--- src/rtl/pipe_pkg.sv ---
// Shared constants, state encoding and decode helpers for the pipeline
// hazard controller.
package pipe_pkg;

  // Primary opcodes
  localparam logic [5:0] OP_RTYPE = 6'h00;
  localparam logic [5:0] OP_J     = 6'h02;
  localparam logic [5:0] OP_JAL   = 6'h03;

  // R-type funct codes touching the multiply/divide unit
  localparam logic [5:0] FN_MFHI  = 6'h10;
  localparam logic [5:0] FN_MFLO  = 6'h12;
  localparam logic [5:0] FN_MULT  = 6'h18;
  localparam logic [5:0] FN_MULTU = 6'h19;
  localparam logic [5:0] FN_DIV   = 6'h1A;
  localparam logic [5:0] FN_DIVU  = 6'h1B;

  // Controller state encoding
  typedef enum logic {
    ST_RUN      = 1'b0,
    ST_MDU_BUSY = 1'b1
  } state_t;

  // One cycle's worth of pipeline control
  typedef struct packed {
    logic pc_write;
    logic ifid_write;
    logic ifid_flush;
    logic idex_flush;
    logic mdu_start;
  } ctrl_t;

  // Instruction starts a multiply or divide
  function automatic logic is_mdu_op(input logic [5:0] opcode, input logic [5:0] funct);
    return (opcode == OP_RTYPE) &&
           ((funct == FN_MULT) || (funct == FN_MULTU) ||
            (funct == FN_DIV)  || (funct == FN_DIVU));
  endfunction

  // Instruction reads the HI/LO result registers
  function automatic logic is_hilo_read(input logic [5:0] opcode, input logic [5:0] funct);
    return (opcode == OP_RTYPE) && ((funct == FN_MFHI) || (funct == FN_MFLO));
  endfunction

  // Unconditional jump resolved in ID
  function automatic logic is_jump(input logic [5:0] opcode);
    return (opcode == OP_J) || (opcode == OP_JAL);
  endfunction

endpackage

--- src/rtl/pipe_hazard_ctrl_hazard_detect.sv ---
// Combinational hazard comparators: load-use against the instruction in
// ID/EX, and MDU-result hazards while the multiply/divide unit is busy.
module hazard_detect
  import pipe_pkg::*;
(
  input  logic [5:0] id_opcode,
  input  logic [5:0] id_funct,
  input  logic [4:0] id_rs,
  input  logic [4:0] id_rt,
  input  logic       ex_mem_read,
  input  logic [4:0] ex_rt,
  input  logic       mdu_active,
  output logic       load_use,
  output logic       mdu_op,
  output logic       mdu_hazard
);

  logic hilo_read;

  // $zero is never a real dependency, so a load targeting r0 never stalls
  always_comb begin
    load_use   = ex_mem_read && (ex_rt != 5'd0) &&
                 ((ex_rt == id_rs) || (ex_rt == id_rt));
    mdu_op     = is_mdu_op(id_opcode, id_funct);
    hilo_read  = is_hilo_read(id_opcode, id_funct);
    mdu_hazard = mdu_active && (mdu_op || hilo_read);
  end

endmodule

--- src/rtl/pipe_hazard_ctrl.sv ---
// Pipeline hazard and sequencing controller: drives PC/IF-ID enables and
// flushes, runs the MDU busy window and counts stalled cycles.
//
//   state        | meaning
//   -------------+-----------------------------------------------
//   ST_RUN       | normal issue; an MDU op in ID may start the MDU
//   ST_MDU_BUSY  | MDU computing; cnt counts remaining busy cycles
module pipe_hazard_ctrl
  import pipe_pkg::*;
#(
  parameter int MDU_LAT = 32
) (
  input  logic        clk,
  input  logic        rst,
  input  logic [5:0]  id_opcode,
  input  logic [5:0]  id_funct,
  input  logic [4:0]  id_rs,
  input  logic [4:0]  id_rt,
  input  logic        ex_mem_read,
  input  logic [4:0]  ex_rt,
  input  logic        ex_branch_taken,
  input  logic        imem_ready,
  output logic        pc_write,
  output logic        ifid_write,
  output logic        ifid_flush,
  output logic        idex_flush,
  output logic        mdu_start,
  output logic        mdu_busy,
  output logic [31:0] stall_cycles
);

  localparam logic [7:0] LAT8 = 8'(MDU_LAT);

  state_t     state;
  state_t     state_nxt;
  logic [7:0] cnt;
  logic [7:0] cnt_nxt;
  ctrl_t      ctrl;

  logic load_use;
  logic mdu_op;
  logic mdu_hazard;

  hazard_detect u_hazard_detect (
    .id_opcode   (id_opcode),
    .id_funct    (id_funct),
    .id_rs       (id_rs),
    .id_rt       (id_rt),
    .ex_mem_read (ex_mem_read),
    .ex_rt       (ex_rt),
    .mdu_active  (state == ST_MDU_BUSY),
    .load_use    (load_use),
    .mdu_op      (mdu_op),
    .mdu_hazard  (mdu_hazard)
  );

  // State register and busy-window down-counter
  always_ff @(posedge clk or posedge rst) begin
    if (rst) begin
      state <= ST_RUN;
      cnt   <= 8'd0;
    end else begin
      state <= state_nxt;
      cnt   <= cnt_nxt;
    end
  end

  // Next state: a started MDU op is committed, so branches never abort the window
  always_comb begin
    state_nxt = state;
    cnt_nxt   = cnt;
    unique case (state)
      ST_RUN: begin
        if (ctrl.mdu_start) begin
          state_nxt = ST_MDU_BUSY;
          cnt_nxt   = LAT8;
        end
      end
      ST_MDU_BUSY: begin
        cnt_nxt = cnt - 8'd1;
        if (cnt <= 8'd1) begin
          state_nxt = ST_RUN;
        end
      end
      default: begin
        state_nxt = ST_RUN;
        cnt_nxt   = 8'd0;
      end
    endcase
  end

  // Output priority: branch flush > load-use > MDU hazard > fetch wait > jump > issue
  always_comb begin
    ctrl = '{pc_write: 1'b1, ifid_write: 1'b1, ifid_flush: 1'b0,
             idex_flush: 1'b0, mdu_start: 1'b0};
    if (rst) begin
      ctrl = '{pc_write: 1'b0, ifid_write: 1'b0, ifid_flush: 1'b1,
               idex_flush: 1'b1, mdu_start: 1'b0};
    end else if (ex_branch_taken) begin
      ctrl.ifid_flush = 1'b1;
      ctrl.idex_flush = 1'b1;
    end else if (load_use || mdu_hazard) begin
      ctrl.pc_write   = 1'b0;
      ctrl.ifid_write = 1'b0;
      ctrl.idex_flush = 1'b1;
    end else begin
      ctrl.mdu_start = mdu_op && (state == ST_RUN);
      if (!imem_ready) begin
        ctrl.pc_write   = 1'b0;
        ctrl.ifid_flush = 1'b1;
      end else if (is_jump(id_opcode)) begin
        ctrl.ifid_flush = 1'b1;
      end
    end
  end

  // Saturating count of cycles in which the PC did not advance
  always_ff @(posedge clk or posedge rst) begin
    if (rst) begin
      stall_cycles <= 32'd0;
    end else if (!ctrl.pc_write && (stall_cycles != 32'hFFFF_FFFF)) begin
      stall_cycles <= stall_cycles + 32'd1;
    end
  end

  assign pc_write   = ctrl.pc_write;
  assign ifid_write = ctrl.ifid_write;
  assign ifid_flush = ctrl.ifid_flush;
  assign idex_flush = ctrl.idex_flush;
  assign mdu_start  = ctrl.mdu_start;
  assign mdu_busy   = !rst && (state == ST_MDU_BUSY);

endmodule

--- config.mk ---
export PLATFORM = sky130hd
export DESIGN_NAME = pipe_hazard_ctrl
export DESIGN_NICKNAME = d
export VERILOG_FILES = /design/src/rtl/pipe_pkg.sv /design/src/rtl/pipe_hazard_ctrl_hazard_detect.sv /design/src/rtl/pipe_hazard_ctrl.sv
export SDC_FILE = /design/constraint.sdc
export NUM_CORES = 1
export LEC_CHECK = 0
export ABC_AREA = 1
export BUFFER_PORTS_ARGS = -buffer_cell sky130_fd_sc_hd__buf_2
export CORE_MARGIN = 2
export CORE_UTILIZATION = 45
export DETAILED_ROUTE_END_ITERATION = 16
export GPL_TIMING_DRIVEN = 0
export PLACE_DENSITY = 0.77
export SLEW_MARGIN = 20
export SYNTH_ARGS = -nofsm -noshare
export SYNTH_HDL_FRONTEND = slang
export SYNTH_SLANG_ARGS = --single-unit
--- constraint.sdc ---
create_clock -name clk -period 2 [get_ports clk]
set_input_delay 0.2 -clock clk [delete_from_list [all_inputs] [get_ports clk]]
set_output_delay 0.2 -clock clk [all_outputs]
set_load 0.02 [all_outputs]
* Word-level counts from Yosys, hierarchy flattened
Cells that the tools add are included.
** Operators by class
- Add/sub/neg operators :: 2
- $lt $le $gt $ge :: 1
- Eq/ne operators :: 12
- Muxes and demuxes :: 17
- Bitwise operators :: 1
- Reduce and logical (&&, ||, !) cells :: 20
** Operators by type and width (number)
- $eq 6x5->1 const B :: 6
- $add 32x1->32 const B :: 1
- $ne 32x32->1 const B :: 1
- $pmux 8 s2 :: 1
- $eq 6x2->1 const B :: 2
- $mux 1 :: 11
- $eq 5x5->1 :: 2
- $le 8x1->1 const B :: 1
- $logic_and 1x1->1 :: 8
- $logic_or 1x1->1 :: 8
- $mux 8 :: 1
- $sub 8x1->8 const B :: 1
- $logic_not 6->1 :: 1
- $mux 5 :: 1
- $reduce_bool 5->1 :: 1
- $mux 2 :: 2
- $logic_not 1->1 :: 2
- $ne 2x2->1 const B :: 1
- $pmux 1 s2 :: 1
- $not 1->1 :: 1
** Word-level totals
- Bits in registers :: 41
- Bits of input ports :: 32
- Output and inout port bits :: 38
- Word-level logic and storage cells :: 56

* Logic depth before layout (Yosys ltp)
- Word-level depth :: 13
- Gate-level depth with buffers :: 14
- Depth with buffers taken out :: 13

* Cells and area by module
From an unflattened synthesis, not the netlist that was laid out.
** Unflattened totals
- Cells, all modules :: 480
- Area total of the unflattened synthesis :: 2947.8 µm²
** Modules (own cells, without submodules)
- pipe_hazard_ctrl :: instances 1, cells each 424, area each 2702.6 µm², seq. area each 1026.0 µm²
- hazard_detect :: instances 1, cells each 56, area each 245.2 µm², seq. area each 0.0 µm²

* Worst setup path before layout
Ideal clock, no wire load.
- Path type :: input port to output port
- Start point :: in rst
- End point :: out pc_write
- Arrival time :: 1809 ps
- Required time :: 1800 ps
- Setup slack :: -9 ps
- Cell stages on the path :: 4
- Buffers on the path :: 1
- Path through :: inv_1 nand3_2 buf_2 inv_1
** Between the ends
- Word-level cells in the longest chain between the ends :: 1
** RTL lines
- start, declared :: line pipe_hazard_ctrl.sv:14 : input logic rst,
- $mux 5 :: line pipe_hazard_ctrl.sv:96 : if (rst) begin
- end, declared :: line pipe_hazard_ctrl.sv:23 : output logic pc_write,
Every way passes these cells.

* Worst setup path after layout
- Start point :: reg state
- End point :: out pc_write
** Between the ends
- Word-level cells in the longest chain between the ends :: 5
** RTL lines
- start, declared :: line pipe_hazard_ctrl.sv:34 : state_t state;
- start signal, assigned :: line pipe_hazard_ctrl.sv:63 : state <= state_nxt;
- $logic_and 1x1->1 :: line pipe_hazard_ctrl_hazard_detect.sv:26 : mdu_hazard = mdu_active && (mdu_op || hilo_read);
- $logic_or 1x1->1 :: line pipe_hazard_ctrl.sv:102 : end else if (load_use || mdu_hazard) begin
- $mux 1 :: line pipe_hazard_ctrl.sv:102
- $mux 2 :: line pipe_hazard_ctrl.sv:99 : end else if (ex_branch_taken) begin
- $mux 5 :: line pipe_hazard_ctrl.sv:96
Every way passes these cells.

==> metrics.txt <==
fin crit period=1.90 ns; number of global-route vias before repair=2835; most common cell after layout, fill and taps aside=nand2_1; LEAKAGE=0.00193 uW; slew margin rel.=54.5%; Reg area=1030 um^2; initial antenna violation count=0; CTS sink cnt=41; period utilisation layout=94.9%; TritonCTS clock tree=yes; Layout Area Growth over Synthesis=22.1%; Max Freq=527 MHz; worst-path cell chain=inv_2 > a21oi_1 > nand2_1 > nand2_2 > nand2_1 > nand3_4 > buf_6 > inv_1 > buf_2; gpl congestion=0.971; CP bufs+invs=4; Max Slew Vio Count=0; largest net degree at the start of global routing=22; Crit Path Max Fanout=10; fillers=625; Netlist Area Pre-Place=2900 um^2; crit path max-delay cell type=dfrtp_1; critical path depth=9; first-pass GRT wire length=13400 um; Top cell by count, worst path=nand2_1; drt wl/cell=13.3 um; footprint of the multi-input gates=1690 um^2; vias per cell=4.99; Starting Density=46.2%; worst IR drop on VDD=0.608 mV; metal2 WL=3670 um; DIE AREA=7110 um^2; clk_skew=0.00653 ns; Overflow after GRT=0; Slew @ Worst Pin=0.676 ns; flops & latches, synth=41; CTS root buf=clkbuf_8; Clock Path Buffers=2; synth unique cells=27; Initial DRT Pass Iterations=5; # hold bufs at CTS=0; port bufs=68; worst hold path type=in -> async; H-tree depth reported by CTS=2; Top-Level Pins=70; Worst-path clk slew=0.08 ns; Die Width=84.3 um; hold_ws=0.00184 ns; fraction of layout cells with a size suffix above 1=23.5%; Worst Setup Path Type=reg -> out; Total GRT Usage=23.2%; CORE AREA=6280 um^2; vias=2895; Post-Syn Nets=458; RSZ-0062 raised after global routing=true; final setup fails=0; Final ANT Viol Nets=0; Synth Area per Inst=6.86 um^2; Worst Reg2Reg Path Length in Cells=7; pwr/cell area=631 nW/um^2; DRC Markers=0; 1st-iter DRT viols=172; top routing layer used=met4; Max stage delay on crit path=0.43 ns; DP Worst Slack=-0.396 ns; Ant. Diodes=0; final WL=7720 um; status=finished, final reports clean; final hold violation count=0; WL met1=3590 um; Worst EP required=1.80 ns; HPWL after DPL=5960 um; # Max-Cap Violations=0; Num CTS Buffers=5; FP Rows=29; YS warnings=0; clk_lat worst skew=0.30 ns; Startpoint Class=register; most frequent cells in the layout=nand2_1, buf_2, nand3_1; final net count=537; Setup WS post-layout=0.103 ns; Die Ht=84.3 um; cell count after synthesis=423; WL met3=365 um; setup TNS=0 ns; critical path arrival=1.70 ns; Top delay family on crit path=buffers and inverters; post-synthesis sequential area ratio=35.3%; Worst setup EP type=primary output
stage by stage:
| step | utilization [%] | cells | total power [uW] | area [um^2] |
|---|---|---|---|---|
| after floorplan | - | 423 | 1250 | 2910 |
| after global placement | 53.3 | 568 | 1390 | 3340 |
| after detailed placement | 53.3 | 568 | 1410 | 3340 |
| after CTS | 55.6 | 577 | 2210 | 3490 |
| after global routing | 56.4 | 580 | 2340 | 3540 |
| final | 56.4 | 580 | 2230 | 3540 |
flip-flops by register name, summed over array words and instances, names as in the netlist:
name and count:
cnt 8, state 1, stall_cycles 32
metal layers:
metal | track usage [%] | up-vias
met5 | 0 | -
met4 | 6.30 | 0
met3 | 2.85 | 6
met2 | 38.3 | 65
met1 | 32.3 | 1331
li1 | - | 1493
synthesized netlist by cell type (all sizes together):
| library cell | n | area share, % |
|---|---|---|
| nand3 | 46 | 8.1 |
| a21oi | 3 | 0.52 |
| dfrtp | 41 | 35 |
| a21boi | 1 | 0.26 |
| or2 | 5 | 1.1 |
| xor2 | 22 | 6.6 |
| nor2 | 42 | 5.9 |
| nand4 | 7 | 2.0 |
| buf | 9 | 2.2 |
| ha | 3 | 1.3 |
| nand2 | 161 | 21 |
| o21ai | 5 | 0.86 |
| o21bai | 3 | 0.78 |
| nand3b | 3 | 0.78 |
| inv | 41 | 5.3 |
| xnor2 | 9 | 2.7 |
| nor3 | 16 | 3.4 |
| nor4 | 6 | 1.3 |
cell families after synthesis:
| kind of cell | Yosys count | synth area share [%] |
|---|---|---|
| AND/OR/NAND/NOR | 286 | 44.1 |
| buffers and inverters | 50 | 7.50 |
| flip-flops | 41 | 35.3 |
| XOR/XNOR | 31 | 9.35 |
| AO/OA/AOI/OAI | 12 | 2.41 |
| adder cells (fa/ha/maj) | 3 | 1.29 |
path summary, 6_finish.rpt:
check                                 start          endpoint  slack (ns)
min in group clk            ex_branch_taken             state        0.37
max                                   state          pc_write        0.10
min                                     rst   stall_cycles[8]       0.002
min reg2reg                stall_cycles[31]  stall_cycles[31]        0.51
max reg2reg                 stall_cycles[8]  stall_cycles[20]        0.12
max in group asynchronous               rst            cnt[1]        1.69
cell type report:
cell class	instances	share of cell area [%]
inverter	41	4.45
clock inverter	3	1.84
tap	77	2.72
sequential	41	29.0
timing repair buffer	71	10.2
clock buffer	5	1.94
buffer	9	2.05
timing repair inverter	1	0.212
multi-input combinational	332	47.6
power breakdown:
group	total, uW	internal (uW)	switching, uW
clock	801	496	305
sequential	964	876	88.0
combinational	470	187	283
total	2230	1560	676
repair_timing:
| action | in CTS | in global routing |
|---|---|---|
| cloned | 1 | 0 |
| setup buffers | 0 | 3 |
| gates resized for setup | 3 | 6 |
| endpoints found under the setup margin | 2 | 30 |
(Power assumes the default switching activity.)
